`config.mk`:
```
export PLATFORM = sky130hd
export DESIGN_NAME = bit_pattern_assembler
export DESIGN_NICKNAME = d
export VERILOG_FILES = /design/src/rtl/bit_pattern_assembler.sv
export SDC_FILE = /design/constraint.sdc
export NUM_CORES = 1
export LEC_CHECK = 0
export ABC_AREA = 1
export CELL_PAD_IN_SITES_DETAIL_PLACEMENT = 1
export CELL_PAD_IN_SITES_GLOBAL_PLACEMENT = 1
export CORE_UTILIZATION = 39
export CTS_CLUSTER_DIAMETER = 120
export DETAILED_ROUTE_END_ITERATION = 10
export MAX_ROUTING_LAYER = met4
export PLACE_DENSITY_LB_ADDON = 0.1
export SLEW_MARGIN = 25
export SYNTH_ARGS = -nofsm -noshare
export SYNTH_HDL_FRONTEND = slang
export SYNTH_SLANG_ARGS = --single-unit
export TNS_END_PERCENT = 100
```
`constraint.sdc`:
```
create_clock -name clk -period 1.9 [get_ports clk]
set_input_delay 0.57 -clock clk [delete_from_list [all_inputs] [get_ports clk]]
set_output_delay 0.57 -clock clk [all_outputs]
set_load 0.01 [all_outputs]
```
`src/rtl/bit_pattern_assembler.sv`:
```
// Serial-to-parallel pattern assembler: collects WIDTH bits (one per handshake) into
// indexed positions, presents the word with valid/ready, flags EXPECT matches and counts them.
module bit_pattern_assembler #(
    parameter int               WIDTH     = 8,
    parameter bit               MSB_FIRST = 1'b1,
    parameter logic [WIDTH-1:0] EXPECT    = '0,
    parameter int               CNT_W     = 16
) (
    input  logic             clk,
    input  logic             rst_n,
    input  logic             bit_valid,
    input  logic             bit_data,
    output logic             bit_ready,
    input  logic             flush,
    output logic             pat_valid,
    input  logic             pat_ready,
    output logic [WIDTH-1:0] pat_data,
    output logic             pat_match,
    output logic [CNT_W-1:0] match_cnt
);

    localparam int               IDX_W    = $clog2(WIDTH);
    localparam logic [IDX_W-1:0] IDX_LAST = IDX_W'(WIDTH - 1);
    localparam logic [IDX_W-1:0] IDX_ONE  = IDX_W'(1);
    localparam logic [WIDTH-1:0] MASK_TOP = {1'b1, {(WIDTH-1){1'b0}}};
    localparam logic [WIDTH-1:0] MASK_BOT = WIDTH'(1);
    localparam logic [CNT_W-1:0] CNT_MAX  = {CNT_W{1'b1}};

    localparam logic [0:0] ST_FILL = 1'b0;
    localparam logic [0:0] ST_HOLD = 1'b1;

    logic [0:0]       state_q, state_d;
    logic [IDX_W-1:0] idx_q, idx_d;
    logic [WIDTH-1:0] word_q, word_d;
    logic [WIDTH-1:0] pat_data_q, pat_data_d;
    logic             pat_match_q, pat_match_d;
    logic [CNT_W-1:0] cnt_q, cnt_d;
    logic             rdy_en_q;
    logic             take;
    logic [WIDTH-1:0] new_bits;
    logic [WIDTH-1:0] full_word;

    function automatic logic [WIDTH-1:0] pos_mask(input logic [IDX_W-1:0] idx);
        if (MSB_FIRST) return MASK_TOP >> idx;
        else           return MASK_BOT << idx;
    endfunction

    function automatic logic [CNT_W-1:0] sat_inc(input logic [CNT_W-1:0] v);
        return (v == CNT_MAX) ? v : v + 1'b1;
    endfunction

    // rdy_en_q keeps bit_ready low until the first edge after reset release
    assign bit_ready = rdy_en_q && ((state_q == ST_FILL) || pat_ready);
    assign pat_valid = (state_q == ST_HOLD);
    assign pat_data  = pat_data_q;
    assign pat_match = pat_match_q;
    assign match_cnt = cnt_q;

    assign take      = bit_valid && bit_ready;
    // idx_q is always 0 in HOLD, so the same mask serves the no-bubble first bit
    assign new_bits  = bit_data ? pos_mask(idx_q) : '0;
    assign full_word = word_q | new_bits;

    always_comb begin
        state_d     = state_q;
        idx_d       = idx_q;
        word_d      = word_q;
        pat_data_d  = pat_data_q;
        pat_match_d = pat_match_q;
        cnt_d       = cnt_q;
        case (state_q)
            ST_FILL: begin
                if (flush) begin
                    idx_d  = '0;
                    word_d = '0;
                end else if (take) begin
                    if (idx_q == IDX_LAST) begin
                        pat_data_d  = full_word;
                        pat_match_d = (full_word == EXPECT);
                        word_d      = '0;
                        idx_d       = '0;
                        state_d     = ST_HOLD;
                    end else begin
                        word_d = full_word;
                        idx_d  = idx_q + IDX_ONE;
                    end
                end
            end
            ST_HOLD: begin
                if (pat_ready) begin
                    if (pat_match_q) cnt_d = sat_inc(cnt_q);
                    state_d = ST_FILL;
                    if (take) begin
                        word_d = full_word;
                        idx_d  = IDX_ONE;
                    end
                end
            end
            default: state_d = ST_FILL;
        endcase
    end

    always_ff @(posedge clk or negedge rst_n) begin
        if (!rst_n) begin
            state_q     <= ST_FILL;
            idx_q       <= '0;
            word_q      <= '0;
            pat_data_q  <= '0;
            pat_match_q <= 1'b0;
            cnt_q       <= '0;
            rdy_en_q    <= 1'b0;
        end else begin
            state_q     <= state_d;
            idx_q       <= idx_d;
            word_q      <= word_d;
            pat_data_q  <= pat_data_d;
            pat_match_q <= pat_match_d;
            cnt_q       <= cnt_d;
            rdy_en_q    <= 1'b1;
        end
    end

endmodule

```
==> run metrics <==
status=complete, no violations; final hold vios=0; Final Cell Area=~0.0027 mm^2; number of synthesized register bits=38; vias per cell=4.85; Power, Total=1.54 mW; Layout Cells excl Fill=385; RSZ-0062 raised after global routing=no; mean post-synth cell area=7.79 um^2; TritonCTS clock tree=yes; GP Congestion=0.785; area delta synth->final=33.1%; Util after Layout=0.555; pwr dens=around 570 mW/mm^2; drc violations=0; min Tclk post-route=around 1.8 ns; row cnt=25; Crit path max-delay family=buffers and inverters; top cell type's share of synthesized area=0.467; Hold Path Class=in -> async; Final Skew=0.00628 ns; area leader, netlist=dfrtp_1; Routed WL=just over 5000 um; Post-Syn Nets=274; Seq/Total Area, Yosys=0.467; leak pwr=1.27 nW; worst-path maximum fanout=5; final worst path period share=0.972; Buffers on Ports=32; Layout fillers=631; vias in the first global route=~1,900; CTS root buf=clkbuf_8; Setup violations, final=0; Num Clock Sinks=38; pin count of the biggest net entering global routing=21; share of cells above drive strength 1=0.154; Top FF cell, synth=dfrtp_1; most numerous cell in the Yosys netlist=nand2_1; Worst Path Required=1.33 ns; crit-path cells=clkdlybuf4s50_1; IO Count=33; nets@finish=330; Worst-path clk slew=around 0.080 ns; TritonRoute pass-1 iters=4; CP max stage delay=around 0.56 ns; EDFF count, synth=0; Routed Antenna Nets=0; Skew-Pair Late Insertion Delay=0.30 ns; Max VDD drop=0.400 mV; total number of vias=1,868; Die ar.=0.00551 mm^2; gr usage total=0.217; Data arrival, critical path=1.28 ns; Starting Density=0.417; starting DRC count in detailed routing=55; mean routed wirelength per cell=roughly 13 um; crit end category=output pin; first-pass GRT wire length=around 8700 um; H-tree Lvls=2; CP max-delay cell=clkdlybuf4s50_1; max-cap check violation count=0; Yosys cell types=29; Inserted Diodes=0; Die Ht=74.2 um; deepest clock path buffer count=2; GRT Residual Overflow=0; asr flop ratio synth=1.00; crit path buf inv count=1; core area=about 0.0049 mm^2; Final Max Slew Viols=0; antenna violations before repair=0; CTS Hold Bufs=0; Post-DP HPWL=3790 um; top cells by area, synth=dfrtp_1 47%, nand2_1 15%, inv_1 5.2%, nor2_1 5.2%, nand3_1 4.9%; Cells after Synth=261; Syn Std Cell Area=0.00203 mm^2; placed insts=371; CTS Buf Count=5; crit path kind=reg -> out; placed inst area=0.00255 mm^2; Fmax=542 MHz; most instantiated cells after synthesis=82 x nand2_1, 38 x dfrtp_1, 28 x inv_1, 28 x nor2_1, 20 x nand3_1; Die X-Extent=between 70 and 80 um; Yosys warnings=0; Setup crit start kind=register
[where the power goes]
| group | switching, mW | internal [mW] | total, mW |
|---|---|---|---|
| logic | 0.0730 | 0.0471 | 0.120 |
| clock network | 0.296 | 0.293 | 0.589 |
| registers | 0.00756 | 0.822 | 0.830 |
[per-layer routing]
| metal | vias up | part of all wire | global-route usage |
|---|---|---|---|
| met1 | 895 | 0.51 | 0.287 |
| met2 | 28 | 0.45 | 0.328 |
| met5 | - | 0 | - |
| li1 | 937 | - | - |
| met3 | 8 | 0.027 | 0.0407 |
| met4 | 0 | 0.017 | 0.0860 |
[sequential cells by signal, indices dropped and copies added (netlist names)]
name       count
rdy_en_q       1
pat_data       8
match_cnt     16
word_q         8
idx_q          3
pat_match      1
pat_valid      1
[final timing paths]
check,cells after the start,startpoint,slack (ns),end
worst min register to register,2,pat_data[1]$_DFFE_PN0P_,0.48,pat_data[1]$_DFFE_PN0P_
min in group clk,2,pat_data[1]$_DFFE_PN0P_,0.48,pat_data[1]$_DFFE_PN0P_
worst min-delay path,1,rst_n,0.22,word_q[3]$_DFFE_PN0P_
worst max-delay path,1,match_cnt[12]$_DFFE_PN0P_,0.05,match_cnt[12]
worst max register to register,9,match_cnt[1]$_DFFE_PN0P_,0.24,match_cnt[13]$_DFFE_PN0P_
max in group asynchronous,2,rst_n,1.20,match_cnt[10]$_DFFE_PN0P_
[per-stage QoR]
stage | TNS (ns) | hold WS (ns) | setup slack [ns]
after floorplan | 0 | 0.274 | 0.478
after global placement | -0.694 | 0.460 | -0.484
after detailed placement | -2.09 | 0.468 | -0.514
after CTS | 0 | 0.239 | 0.00627
after global routing | 0 | 0.249 | 0.000801
final | 0 | 0.220 | 0.0534
[final cells by class]
| class | instances | area, um^2 | area share |
|---|---|---|---|
| clock buffers | 7 | 86.3 | 0.0319 |
| clock inverters | 1 | 5.00 | 0.00185 |
| inverters | 30 | 113 | 0.0416 |
| multi-input cells | 189 | 945 | 0.349 |
| flip-flops and latches | 38 | 965 | 0.356 |
| well taps | 67 | 83.8 | 0.0309 |
| repair buffers | 53 | 512 | 0.189 |
[layout by cell type (no fill, tap or decap), drive strengths merged]
cell type	n
a21oi	1
nand2	84
nand4	5
nand3b	2
clkdlybuf4s50	27
clkinv	2
conb	1
nand3	21
o211ai	1
dlymetal6s2s	1
clkbuf	7
and2	1
a31oi	4
dlygate4sd2	2
o21ai	20
inv	29
o22ai	2
dfrtp	38
ha	7
nor2	31
buf	23
and3	1
xnor2	5
xor2	3
[cells by family after synthesis]
logic type / share of synthesized area
and+or+nand+nor: 0.310
DFF: 0.467
buffers and inverters: 0.0695
AOI/OAI and AO/OA: 0.0738
xor gates and xnor gates: 0.0344
adders and majority gates: 0.0430
other: 0.00184
[repair_timing]
action,4_1_cts,5_1_grt
pin swaps,0,0
setup endpoints to repair,7,11
setup buffers,1,5
gates resized for setup,13,7
hold endpoints to repair,0,0
No activity file was read; power rests on OpenSTA's default activity.
